File: config.mk
export PLATFORM = sky130hd
export DESIGN_NAME = debounce
export DESIGN_NICKNAME = d
export VERILOG_FILES = /design/src/rtl/debounce.sv
export SDC_FILE = /design/constraint.sdc
export NUM_CORES = 1
export LEC_CHECK = 0
export ABC_CLOCK_PERIOD_IN_PS = 2350
export CAP_MARGIN = 20
export CORE_UTILIZATION = 59
export CTS_CLUSTER_SIZE = 8
export DETAILED_ROUTE_END_ITERATION = 16
export HOLD_SLACK_MARGIN = 0.12
export PLACE_DENSITY_LB_ADDON = 0.25
export SETUP_SLACK_MARGIN = 0.15
export SLEW_MARGIN = 20
export SYNTH_ARGS = -nofsm -noshare
export SYNTH_HDL_FRONTEND = slang
export SYNTH_SLANG_ARGS = --single-unit
File: constraint.sdc
create_clock -name clk -period 2.35 [get_ports clk]
set_clock_uncertainty 0.15 [all_clocks]
set_input_delay 0.47 -clock clk [delete_from_list [all_inputs] [get_ports clk]]
set_output_delay 0.47 -clock clk [all_outputs]
set_load 0.02 [all_outputs]
File: src/rtl/debounce.sv
// Debouncer for mechanical inputs: two-flop synchronizer, stable-time qualifier FSM,
// registered clean level plus single-cycle rise/fall pulses.
module debounce #(
  parameter int unsigned CLK_FREQUENCY = 100_000_000,
  parameter int unsigned WAIT_TIME_US  = 5000
) (
  input  logic clk,
  input  logic rst,
  input  logic sig_in,
  output logic debounce_out,
  output logic rise_pulse,
  output logic fall_pulse
);

  localparam int unsigned WAIT_CLOCKS = CLK_FREQUENCY / 1_000_000 * WAIT_TIME_US;
  localparam int unsigned CNT_W       = (WAIT_CLOCKS > 2) ? $clog2(WAIT_CLOCKS) : 1;
  localparam logic [CNT_W-1:0] CNT_LAST = CNT_W'(WAIT_CLOCKS - 1);

  generate
    if (WAIT_CLOCKS < 2) begin : g_bad_wait
      $error("debounce: WAIT_CLOCKS must be >= 2");
    end
  endgenerate

  typedef enum logic [1:0] {
    ST_LOW  = 2'd0,
    ST_L2H  = 2'd1,
    ST_HIGH = 2'd2,
    ST_H2L  = 2'd3
  } state_t;

  logic             r_s1;
  logic             r_s_sync;
  state_t           r_state;
  logic [CNT_W-1:0] r_cnt;
  logic             r_out;
  logic             r_rise;
  logic             r_fall;

  state_t           w_state_nxt;
  logic [CNT_W-1:0] w_cnt_nxt;
  logic             w_out_nxt;
  logic             w_rise_nxt;
  logic             w_fall_nxt;

  // Metastability guard for the asynchronous raw input.
  always_ff @(posedge clk or posedge rst) begin
    if (rst) begin
      r_s1     <= 1'b0;
      r_s_sync <= 1'b0;
    end else begin
      r_s1     <= sig_in;
      r_s_sync <= r_s1;
    end
  end

  always_ff @(posedge clk or posedge rst) begin
    if (rst) begin
      r_state <= ST_LOW;
      r_cnt   <= '0;
      r_out   <= 1'b0;
      r_rise  <= 1'b0;
      r_fall  <= 1'b0;
    end else begin
      r_state <= w_state_nxt;
      r_cnt   <= w_cnt_nxt;
      r_out   <= w_out_nxt;
      r_rise  <= w_rise_nxt;
      r_fall  <= w_fall_nxt;
    end
  end

  // Transition states count stable cycles; any reversion restarts from the settled level.
  always_comb begin
    w_state_nxt = r_state;
    w_cnt_nxt   = r_cnt;
    w_rise_nxt  = 1'b0;
    w_fall_nxt  = 1'b0;
    case (r_state)
      ST_LOW: begin
        if (r_s_sync) begin
          w_state_nxt = ST_L2H;
          w_cnt_nxt   = '0;
        end
      end
      ST_L2H: begin
        if (!r_s_sync) begin
          w_state_nxt = ST_LOW;
          w_cnt_nxt   = '0;
        end else if (r_cnt == CNT_LAST) begin
          w_state_nxt = ST_HIGH;
          w_cnt_nxt   = '0;
          w_rise_nxt  = 1'b1;
        end else begin
          w_cnt_nxt = r_cnt + CNT_W'(1);
        end
      end
      ST_HIGH: begin
        if (!r_s_sync) begin
          w_state_nxt = ST_H2L;
          w_cnt_nxt   = '0;
        end
      end
      ST_H2L: begin
        if (r_s_sync) begin
          w_state_nxt = ST_HIGH;
          w_cnt_nxt   = '0;
        end else if (r_cnt == CNT_LAST) begin
          w_state_nxt = ST_LOW;
          w_cnt_nxt   = '0;
          w_fall_nxt  = 1'b1;
        end else begin
          w_cnt_nxt = r_cnt + CNT_W'(1);
        end
      end
      default: begin
        w_state_nxt = ST_LOW;
        w_cnt_nxt   = '0;
      end
    endcase
    w_out_nxt = (w_state_nxt == ST_HIGH) || (w_state_nxt == ST_H2L);
  end

  assign debounce_out = r_out;
  assign rise_pulse   = r_rise;
  assign fall_pulse   = r_fall;

endmodule
==> results of run 1 <==
cells in the mapped netlist, types with 2 or more instances:
cell	instances
dfrtp_1	26
nand2_1	17
nand3_1	13
nor2_1	9
o21ai_0	5
or3_1	5
mux2i_1	4
nand4_1	4
a21o_1	3
a21oi_1	3
a22o_1	3
a31oi_1	3
inv_1	3
nor2_2	3
xnor2_1	3
and2_1	2
mux2_1	2
nor3_1	2
nor3_2	2
nor3b_1	2
nor4_2	2
worst max-delay path, stage by stage, from the launching register on:
cell	delay, ps
dfrtp_1	520
nor4b_1	350
and3_1	290
nand4_1	120
buf_4	180
mux2_1	300
registers in the layout, summed over array words and instances (netlist names):
signal,flops
r_s_sync,1
r_s1,1
r_state,2
rise_pulse,1
debounce_out,1
r_cnt,19
fall_pulse,1
cell type report:
| class | instances | area, um2 | area share [%] |
|---|---|---|---|
| Timing Repair Buffer | 9 | 80.1 | 5.13 |
| Multi-Input combinational cell | 106 | 732 | 46.9 |
| Clock buffer | 3 | 22.5 | 1.44 |
| Sequential cell | 26 | 651 | 41.7 |
| Inverter | 3 | 11.3 | 0.721 |
| Clock inverter | 1 | 30.0 | 1.92 |
| Tap cell | 28 | 35.0 | 2.24 |
cells by family after synthesis:
logic type               count (synthesis)  synth area share [%]
AO/OA/AOI/OAI                           22                  10.5
XOR/XNOR                                 4                  2.98
adder cells (fa/ha/maj)                  1                 0.877
buffers and inverters                    7                  4.47
flip-flops                              26                  45.6
multiplexers                             6                  4.39
AND/OR/NAND/NOR                         73                  31.1
metal layers:
| metal | wire length [um] | part of all wire [%] | GRT usage, % | vias up |
|---|---|---|---|---|
| met4 | 24 | 0.88 | 9.72 | 0 |
| met2 | 1340 | 49 | 37.1 | 26 |
| li1 | - | - | - | 523 |
| met3 | 85 | 3.1 | 3.57 | 2 |
| met5 | 0 | 0 | 0 | - |
| met1 | 1260 | 46 | 32.2 | 515 |
metrics by stage:
stage	std cells	setup WS, ps	instance area [um2]
floorplan	139	315	1430
global placement	171	311	1480
detailed placement	171	233	1480
CTS	175	219	1530
global route	176	237	1560
finish	176	337	1560
repair_timing:
item                       4_1_cts  5_1_grt
buffers inserted                 0        1
gates resized for setup          0        3
setup endpoints to repair        0       11
worst min-delay path by stage:
| stage | from | end | slack, ps | cells past startpoint |
|---|---|---|---|---|
| after floorplan | r_s1$_DFF_PP0_ | r_s_sync$_DFF_PP0_ | 180 | 0 |
| after detailed placement | r_s1$_DFF_PP0_ | r_s_sync$_DFF_PP0_ | 200 | 0 |
| after CTS | r_s1$_DFF_PP0_ | r_s_sync$_DFF_PP0_ | 240 | 0 |
| after global placement | r_s1$_DFF_PP0_ | r_s_sync$_DFF_PP0_ | 190 | 0 |
| after global routing | r_s1$_DFF_PP0_ | r_s_sync$_DFF_PP0_ | 240 | 0 |
| final | r_s1$_DFF_PP0_ | r_s_sync$_DFF_PP0_ | 230 | 0 |
power groups by stage:
stage / combinational (W) / clock [W] / sequential [W]
2_1_floorplan: 0.0000351 / 0 / 0.000467
3_3_place_gp: 0.0000489 / 0 / 0.000468
3_5_place_dp: 0.0000501 / 0 / 0.000468
4_1_cts: 0.0000502 / 0.000318 / 0.000460
5_1_grt: 0.0000559 / 0.000330 / 0.000461
6_report: 0.0000503 / 0.000305 / 0.000460
==> reports/summary.txt, run 1 <==
Seq pwr share = 56.4%
Core Box Area = 0.00225 mm2
WL final = 2710 um
Total leakage power = 0.662 nW
Synth cell types = 44
RR Startpoint = r_cnt[5]$_DFFE_PP0P_
Most frequent cells in the layout = dfrtp_1, nand2_1, nand3_1, nor2_1
Worst vdd ir = 0.000451 V
Reg clk slew, reported paths = 140 ps
Worst min path class = register to register
Warnings, synthesis = 0
Wirelength per Cell = 15.4 um
CP required = 2420 ps
I/O pin cnt = 6
Status = finished, final reports clean
Layout fillers = 175
Drt drc = 0
Total Power = 0.000816 W
Remaining antenna violation count = 0
Clock share of power = 37.4%
Crit path kind = register to register
Gpl congestion = 0.876
Final Cycle Share = 85.7%
End of the critical path = r_state[1]$_DFF_PP0_
RSZ-0062 raised after global routing = no
Fin util = 69.3%
Syn Area/Cell = 10.3 um2
Detailed placement HPWL = 1930 um
Hold-fix buffers, CTS = 0
P_sw = 0.000173 W
Die span in y = 51.2 um
Setup Total Neg Slack = 0 ps
Post-synth top area cell = dfrtp_1
Max-cap violations = 0
CTS tree = yes
Hold slack = 227 ps
Post-synth EDFFs = 0
Int Pwr = 0.000643 W
TritonCTS buffer count = 3
Root Driver = clkbuf_4
Synth Net Count = 143
Most used DFF post-synth = dfrtp_1
Mapped Cells = 139
Ant. Diodes = 0
Data arrival, critical path = 2090 ps
Starting DRT DRC Count = 39
Nets@finish = 153
Post-synthesis register bit count = 26
Final setup violation count = 0
First-pass GRT wire length = 4420 um
Worst setup EP type = register
CP Max Fanout = 8
Initial core utilization = 63.3%
Max Buffers Root-to-Sink = 2
R2r setup slk = 340 ps
Synth Cell Area = 0.00143 mm2
Startpoint types = register
Synth top area share = 45.6%
Period minus WS final = 2010 ps
Final hold viol count = 0
R2R depth = 5
Drt first pass iters = 4
Vias in the first global route = 979
Worst r2r dst = r_state[1]$_DFF_PP0_
Register area share after synthesis = 45.6%
Max_slew headroom = 72.8%
Chip width = 51.2 um
TritonCTS Sinks = 26
Layout cells sized above 1 = 17.6%
Pwr per Cell Area = 522 mW/mm2
Largest net degree at the start of global routing = 27
Synth-to-Final Area Change = 9.47%
Worst-skew pair later-pin latency = 320 ps
Synth area leaders = dfrtp_1, nand3_1, nand2_1, mux2i_1, nor2_1
Vias = 1066
FP Rows = 17
IO buf count = 5
Die ar. = 0.00262 mm2
GRT overflow = 0
Final Slew Violations = 0
Vias per Instance = 6.06
Switching Fraction = 21.2%
GRT Total Usage = 23.5%
FMAX = 497 MHz
Crit path launch = r_cnt[5]$_DFFE_PP0P_
Most common cell after layout, fill and taps aside = dfrtp_1
Slew @ Worst Pin = 408 ps
Comb pwr share = 6.2%
Initial antenna violation count = 0
H-tree depth = 1
Fraction of registers with async set/reset = 100%
(Power assumes the default switching activity.)
==> inputs of run 2 (changes only) <==
Settings changed: ABC_CLOCK_PERIOD_IN_PS 2350 to 2400, CORE_UTILIZATION 59 to 63.
Clock period 2.35 ns to 2.4 ns, I/O delays scaled along.
==> reports/summary.txt, run 2 (same netlist as run 1, synthesis figures left out) <==
Worst vdd ir = 0.000437 V (-2.9%)
Reg with most FFs = r_cnt
Worst setup EP type = register
I/O pin cnt = 6 (unchanged)
Nets@finish = 155 (+1.3%)
Vias in the first global route = 1029 (+5.1%)
Gpl congestion = 0.885 (+1.1%)
Worst r2r dst = r_state[1]$_DFF_PP0_
Starting DRT DRC Count = 71 (+82%)
Fin cells = 177 (+0.57%)
Hold slack = 217 ps (-10.4 ps)
WL final = 2940 um (+8.3%)
Layout cells sized above 1 = 18.7% (+1.1 points)
P_sw = 0.000172 W (-0.49%)
PnR worst setup slack = 203 ps (-134 ps)
Pwr per Cell Area = 466 mW/mm2 (-11%)
Slew @ Worst Pin = 445 ps (+36.3 ps)
GR Util met3 = 6.79% (+3.2 points)
Largest regs = r_cnt: 19 flops, r_state: 2 flops
Clock share of power = 31.0% (-6.4 points)
Drt first pass iters = 4 (unchanged)
Core Box Area = 0.00204 mm2 (-9.4%)
Startpoint types = register
Period minus WS final = 2200 ps (+184 ps)
Crit path kind = register to register
Pre-CTS setup slack = 224 ps (-8.93 ps)
Hold-fix buffers, CTS = 0 (unchanged)
Wirelength per Cell = 16.6 um (+7.7%)
Int Pwr = 0.000555 W (-14%)
Seq pwr share = 62.0% (+5.6 points)
Synth-to-Final Area Change = 9.30%
Vias = 1173 (+10%)
Largest net degree at the start of global routing = 27 (unchanged)
Initial core utilization = 69.9% (+6.6 points)
Reg clk slew, reported paths = 140 ps (about the same)
Max Buffers Root-to-Sink = 2 (unchanged)
CP required = 2470 ps (+50 ps)
FMAX = 455 MHz (-8.4%)
Met1 Resource Use GR = 35.6% (+3.3 points)
IO buf count = 5 (unchanged)
TritonCTS buffer count = 3 (unchanged)
Worst-skew pair later-pin latency = 330 ps (about the same)
Drt drc = 0 (unchanged)
End of the critical path = r_state[1]$_DFF_PP0_
Final Slew Violations = 0 (unchanged)
Root Driver = clkbuf_4
Setup Total Neg Slack = 0 ps (unchanged)
Crit path launch = r_cnt[0]$_DFFE_PP0P_
Layout fillers = 130 (-26%)
Number of cells after detailed placement = 171 (unchanged)
Die ar. = 0.00246 mm2 (-6.1%)
Worst-path cell chain = ha_1 > nand4_2 > nor2_2 > nand4_1 > mux2_1
Die span in y = 49.6 um (-3.1%)
CTS tree = yes
Max FFs per register = 19 (unchanged)
CP Max Fanout = 6 (-2)
Final setup violation count = 0 (unchanged)
FP Rows = 16 (-1)
Max-cap violations = 0 (unchanged)
Met2 Track Usage GR = 37.8% (+0.78 points)
First-pass GRT wire length = 4660 um (+5.3%)
RR Startpoint = r_cnt[0]$_DFFE_PP0P_
CP peak stage delay = 450 ps (-70 ps)
TritonCTS Sinks = 26 (unchanged)
Initial antenna violation count = 0 (unchanged)
Final Cycle Share = 91.5% (+5.9 points)
Grt peak-use layer = met2
Data arrival, critical path = 2270 ps (+180 ps)
H-tree depth = 1 (unchanged)
Status = finished, final reports clean
Fin util = 76.3% (+7.1 points)
R2r setup slk = 200 ps (-130 ps)
Max_slew headroom = 70.4% (-2.4 points)
R2R depth = 5 (unchanged)
Comb pwr share = 7.1% (+0.9 points)
Most frequent cells in the layout = dfrtp_1, nand2_1, nand3_1, nor2_1, buf_4
Most common cell after layout, fill and taps aside = dfrtp_1
Crit-path slowest cell = dfrtp_1
Ant. Diodes = 0 (unchanged)
GRT Total Usage = 25.0% (+1.4 points)
Remaining antenna violation count = 0 (unchanged)
Vias per Instance = 6.63 (+9.4%)
Detailed placement HPWL = 1960 um (+1.4%)
GRT overflow = 0 (unchanged)
Total leakage power = 0.665 nW (+0.35%)
Chip width = 49.6 um (-3.1%)
Final hold viol count = 0 (unchanged)
RSZ-0062 raised after global routing = no
Switching Fraction = 23.7% (+2.5 points)
Worst min path class = register to register
==> run 2: cell type report <==
| cell class | instances | area, um2 | area share (%) |
|---|---|---|---|
| multi-input cells | 106 | 732 | 47.0 |
| flip-flops and latches | 26 | 651 | 41.7 |
| repair buffers | 11 | 95.1 | 6.10 |
| clock buffers | 4 | 36.3 | 2.33 |
| well taps | 27 | 33.8 | 2.17 |
| inverters | 3 | 11.3 | 0.722 |
==> run 2: worst min-delay path by stage <==
stage,startpoint,end,depth (start not counted)
floorplan,r_s1$_DFF_PP0_,r_s_sync$_DFF_PP0_,0
global placement,r_s1$_DFF_PP0_,r_s_sync$_DFF_PP0_,0
detailed placement,r_s1$_DFF_PP0_,r_s_sync$_DFF_PP0_,0
CTS,r_s1$_DFF_PP0_,r_s_sync$_DFF_PP0_,0
global route,r_s1$_DFF_PP0_,r_s_sync$_DFF_PP0_,0
finish,r_s1$_DFF_PP0_,r_s_sync$_DFF_PP0_,0
==> run 2: power groups by stage <==
stage | combinational [W] | clock (W) | sequential [W]
after floorplan | 0.0000344 | 0 | 0.000457
after global placement | 0.0000484 | 0 | 0.000458
after detailed placement | 0.0000499 | 0 | 0.000458
after CTS | 0.0000499 | 0.000228 | 0.000450
after global routing | 0.0000569 | 0.000246 | 0.000452
final | 0.0000512 | 0.000225 | 0.000450
==> run 2: worst max-delay path, delay by kind of cell, from the launching register on <==
kind                       cells  cell delay (ps)
and+or+nand+nor                3              790
DFF                            1              450
muxes                          1              420
adders and majority gates      1              290
==> run 2: layer usage <==
layer	wire length, um	part of all wire [%]
met1	1240	42
met2	1420	48
met4	65	2.2
met5	0	0
met3	213	7.2
==> run 2: repair_timing <==
action	4_1_cts	5_1_grt
resized for setup	0	3
setup buffers	0	2
setup endpoints to repair	0	12
==> run 2: metrics by stage <==
step	instance area, um2	power [W]
CTS	1520	0.000728
finish	1560	0.000727
global route	1560	0.000755
detailed placement	1490	0.000508
floorplan	1430	0.000491
global placement	1490	0.000506
==> variant 1, RTL diff (settings of run 1) <==
The 4 states of `state_t` get a one-hot encoding in 4 bits.
--- a/src/rtl/debounce.sv
+++ b/src/rtl/debounce.sv
@@ -22,11 +22,11 @@
     end
   endgenerate
 
-  typedef enum logic [1:0] {
-    ST_LOW  = 2'd0,
-    ST_L2H  = 2'd1,
-    ST_HIGH = 2'd2,
-    ST_H2L  = 2'd3
+  typedef enum logic [3:0] {
+    ST_LOW  = 4'b0001,
+    ST_L2H  = 4'b0010,
+    ST_HIGH = 4'b0100,
+    ST_H2L  = 4'b1000
   } state_t;
 
   logic             r_s1;
Check against the original RTL: same outputs for any inputs over 10 cycles, from zero or initial values and one cycle with rst high; not proved beyond that.
==> variant 1 against run 1 <==
Count of clock-buffer cells in the layout unchanged. Final cell count grew 26%. Synthesized area increased by 8.9%. Sequential cell count rose by 2. Cell area is 25% higher. Wire length increased by 40%. Hold slack got worse by 0.0076 ns. Worst setup slack got worse by 0.23 ns.
Power is not compared: it rests on default switching activity, and its combinational part moved more than twofold at a synthesized area within 25%.
==> variant 1: results (changes against run 1) <==
| Metric | Value |
|---|---|
| R2r endpoint | `r_cnt[5]` |
| H-tree Lvls | `1 (unchanged)` |
| Net Count, Synth | `167 (+17%)` |
| Seq/Total Area, Yosys | `0.4521 (-0.004086)` |
| Starting DRT DRC Count | `48 (+23%)` |
| Post-synth cell types | `47 (+6.8%)` |
| Routed vias/inst | `6.414 (+5.9%)` |
| # diodes | `0 (unchanged)` |
| Placed Area | `1720 sq um (+16%)` |
| Mapped Avg Cell Area | `9.526 sq um (-7.2%)` |
| IR drop worst, VDD | `0.0004855 V` |
| CP Max Fanout | `4 (-4)` |
| CTS buffer count | `3 (unchanged)` |
| Final nets | `197 (+29%)` |
| Final HPWL DP | `2381 um (+23%)` |
| Setup ws final | `0.1092 ns (-0.2280 ns)` |
| Crit path kind | `register to register` |
| Main area contributors after synthesis | `dfrtp_1, nand2_1, a31oi_1, nor2_1, nand3_1` |
| Routed length per placed instance | `17.07 um (+11%)` |
| R2r worst-path depth | `6 (+1)` |
| Crit path from | `r_cnt[7]` |
| Largest regs | `r_cnt (19), r_state (4)` |
| Post-Place Setup Slack | `0.04185 ns (-0.1907 ns)` |
| Insertion delay to the later sink of the worst-skew pair | `0.35 ns (+0.03 ns)` |
| Pin count of the biggest net entering global routing | `17 (-37%)` |
| Clock transition at path regs | `0.15 ns` |
| Synth cell count leaders | `dfrtp_1, nand2_1, nor2_1` |
| Worst Path Arrival | `2.34 ns (+0.25 ns)` |
| Vias in the first global route | `1292 (+32%)` |
| Slew @ Worst Pin | `0.6003 ns (+0.1920 ns)` |
| Gr usage total | `0.2899 (+0.05471)` |
| Area leader, netlist | `dfrtp_1` |
| Final RePlAce weighted congestion | `0.8873 (+1.3%)` |
| Asr flop ratio synth | `1.000 (unchanged)` |
| Cells after DPL | `205 (+20%)` |
| Port buffer count | `5 (unchanged)` |
| Worst R2R Setup Slack | `0.11 ns (-0.23 ns)` |
| Clock root buffer | `clkbuf_4` |
| Overflow after GRT | `0 (unchanged)` |
| DRT Pass-1 Iters | `4 (unchanged)` |
| Fin. Hold Viols | `0 (unchanged)` |
| Dominant synthesized flop cell | `dfrtp_1` |
| Number of non-filler instances in the completed layout | `222 (+26%)` |
| Hold/Removal Path Class | `register to register` |
| First-pass GRT wire length | `5809 um (+31%)` |
| Share of layout cells above drive strength 1 | `0.2552 (+0.07953)` |
| Status | `finished, final reports clean` |
[variant 1: changes by cell type after synthesis, moves of 3 or more]
cell / delta
nor3_1: +3
or3_1: -4
nand4_1: -3
o21ai_0: +5
nand3_1: -3
xor2_1: +3
nor2_1: +6
a31oi_1: +6
nand2b_1: +4
nor2_2: -3
[variant 1: critical path, stage by stage, from the launching register on]
cell,delay (ns)
dfrtp_1,0.41
or4_4,0.55
nor4_4,0.31
buf_4,0.20
a2111o_1,0.22
o21ai_2,0.09
a22o_1,0.21
[variant 1: final cells by class]
| class | instances | area (sq um) |
|---|---|---|
| clock buffers | 3 | 22.52 |
| clock inverters | 1 | 30.03 |
| fillers | 140 | 525.5 |
| inverters | 4 | 15.01 |
| multi-input cells | 126 | 889.6 |
| flip-flops and latches | 28 | 703.2 |
| well taps | 30 | 37.54 |
| repair buffers | 30 | 254.0 |
[variant 1: how the worst min path moves through the flow]
stage	from	to	slack [ns]	cells past startpoint
5_1_grt	r_s1	r_s_sync	0.23	0
3_5_place_dp	r_s1	r_s_sync	0.19	0
4_1_cts	r_s1	r_s_sync	0.22	0
3_3_place_gp	r_s1	r_s_sync	0.19	0
2_1_floorplan	r_s1	r_s_sync	0.18	0
6_report	r_s1	r_s_sync	0.22	0
[variant 1: kinds of logic (layout without fill, tap and decap cells)]
kind of cell / Yosys count / in the layout / share of synthesized area
AND/OR/NAND/NOR: 76 / 76 / 0.2804
AO/OA/AOI/OAI: 40 / 40 / 0.1749
flip-flops: 28 / 28 / 0.4521
buffers and inverters: 9 / 38 / 0.03142
XOR/XNOR: 6 / 6 / 0.03385
multiplexers: 3 / 3 / 0.01934
adder cells (fa/ha/maj): 1 / 1 / 0.008057
[variant 1: where the power goes]
| group | switching [uW] | internal [uW] |
|---|---|---|
| Clock | 151 | 173 |
| Sequential | 24.9 | 495 |
| Combinational | 76.3 | 59.5 |
| Total | 252 | 728 |
[variant 1: timing repair]
| action | 4_1_cts | 5_1_grt |
|---|---|---|
| cloned | 0 | 1 |
| gates resized for setup | 6 | 15 |
| pin swaps | 5 | 6 |
| setup buffers | 9 | 3 |
| setup endpoints to repair | 5 | 9 |
[variant 1: metal layers]
metal	global-route usage	up-vias	share of wire
met3	0.04310	13	0.068
met2	0.4708	78	0.49
li1	-	658	-
met5	0	-	0
met4	0.1360	0	0.031
met1	0.3728	675	0.41
[variant 1: metrics by stage]
step | utilization | hold WS, ns
floorplan | - | 0.1812
global placement | 0.6944 | 0.1862
detailed placement | 0.6944 | 0.1903
CTS | 0.7551 | 0.2237
global route | 0.7879 | 0.2350
finish | 0.7879 | 0.2195
==> variant 2, RTL diff (settings of run 1) <==
Without the edit above. `CLK_FREQUENCY`: 100_000_000 -> 400_000_000.
--- a/src/rtl/debounce.sv
+++ b/src/rtl/debounce.sv
@@ -1,7 +1,7 @@
 // Debouncer for mechanical inputs: two-flop synchronizer, stable-time qualifier FSM,
 // registered clean level plus single-cycle rise/fall pulses.
 module debounce #(
-  parameter int unsigned CLK_FREQUENCY = 100_000_000,
+  parameter int unsigned CLK_FREQUENCY = 400_000_000,
   parameter int unsigned WAIT_TIME_US  = 5000
 ) (
   input  logic clk,
Formal check against the unedited RTL: same outputs for any inputs over 10 cycles, from zero or initial values and one cycle with rst high; that may be too few to reach the edited logic, so the function may still have changed.
==> variant 2 against run 1 <==
Worst setup slack lost 0.14 ns. Cell area grew 5.1%. Wire length grew 10%. Power shrank 2.1%. Combinational power grew 30%. Synthesized area grew 1.1%. Sequential cell count grew 2. Non-clock buffer count grew 6.
==> variant 2: results (changes against run 1) <==
| Metric | Value |
|---|---|
| Via count | `1182 (+11%)` |
| CP Max Fanout | `2 (-6)` |
| Worst Path Arrival | `2.23 ns (+0.14 ns)` |
| Drt total wl | `2994 um (+10%)` |
| Clock transition at path regs | `0.15 ns` |
| Main area contributors after synthesis | `dfrtp_1, a31oi_1, nand2_1, nor2_1, a22o_1` |
| Share of layout cells above drive strength 1 | `0.1572 (-0.01844)` |
| Slew headroom | `0.6176 (-0.1102)` |
| Pin count of the biggest net entering global routing | `29 (+7.4%)` |
| Synth cell count leaders | `dfrtp_1, nand2_1, nor2_1` |
| Gr usage total | `0.2609 (+0.02578)` |
| Post-synth cell types | `40 (-9.1%)` |
| Final nets | `164 (+7.2%)` |
| Net Count, Synth | `150 (+4.9%)` |
| Seq/Total Area, Yosys | `0.4857 (+0.02955)` |
| IR drop worst, VDD | `0.0004295 V (-4.7%)` |
| Mux cell area share after synthesis | `0.03903 (-0.004831)` |
| Synth Area in Compound Gates | `0.1570 (+0.05172)` |
| Final HPWL DP | `2024 um (+4.7%)` |
| R2r worst-path depth | `6 (+1)` |
| Worst R2R Setup Slack | `0.19 ns (-0.14 ns)` |
| Design area | `1642 sq um (+5.1%)` |
| Synth Area in Adders | `0.008673 (-0.00009890)` |
| Status | `finished, final reports clean` |
| Final RePlAce weighted congestion | `0.8743 (-0.19%)` |
| FF-to-FF Start | `r_cnt[0]` |
| Post-Synth XOR/XNOR Area | `0.03643 (+0.006602)` |
| Starting DRT DRC Count | `56 (+44%)` |
| R2r endpoint | `r_cnt[20]` |
| Placed Area | `1540 sq um (+4.0%)` |
| Largest regs | `r_cnt (21), r_state (2)` |
| Leak | `0.0007296 uW (+10%)` |
| First-pass GRT wire length | `5126 um (+16%)` |
variant 2: cell types whose count changed in the layout (fill, tap and decap cells not counted), sizes merged, moves of 3 or more:
cell	change
a31oi	+8
nand3	-7
buf	+6
mux2i	-4
or3	-4
a21oi	+3
mux2	+3
xor2	+3
variant 2: worst max-delay path, cell delays in order (launching register included):
cell     delay (ns)
dfrtp_1        0.39
ha_2           0.19
nand3_1        0.14
or4_4          0.54
nor3_4         0.15
mux2_4         0.32
a22o_1         0.18
variant 2: area by class of cell:
class	count	area share
clock buffers	4	0.02210
inverters	4	0.009146
multi-input cells	108	0.4444
flip-flops and latches	28	0.4268
well taps	28	0.02134
repair buffers	15	0.07622
variant 2: cells by family after synthesis:
family	Yosys count
and+or+nand+nor	62
AOI/OAI and AO/OA	34
DFF	28
buffers and inverters	10
xor gates and xnor gates	6
muxes	5
adders and majority gates	1
variant 2: metal layers:
metal	part of all wire	GRT usage	up-vias
met4	0.0057	0.09009	0
met1	0.47	0.3540	582
met5	0	0	-
met3	0.040	0.03571	2
li1	-	-	561
met2	0.48	0.4264	37
variant 2: timing repair:
item,in CTS,in global routing
gates resized for setup,2,4
hold endpoints to repair,0,0
buffers inserted,4,0
setup endpoints to repair,8,20
pin swaps,2,2
variant 2: worst min path at each step:
stage | startpoint | to
2_1_floorplan | r_s1 | r_s_sync
3_3_place_gp | r_s1 | r_s_sync
3_5_place_dp | r_s1 | r_s_sync
4_1_cts | r_s1 | r_s_sync
5_1_grt | r_s1 | r_s_sync
6_report | r_s1 | r_s_sync
variant 2: power by group:
part,internal [uW],switching [uW],total [uW]
Clock,94.7,134,228
Sequential,492,12.6,505
Combinational,25.9,39.3,65.2
variant 2: metrics by stage:
stage          setup slack [ns]  hold WS [ns]  total power (uW)
2_1_floorplan            0.1732        0.1812             550.0
3_3_place_gp             0.1707        0.1906             567.1
3_5_place_dp            0.06732        0.1958             572.7
4_1_cts                  0.1594        0.2277             805.8
5_1_grt                  0.1562        0.2350             832.4
6_report                 0.1949        0.2196             798.6
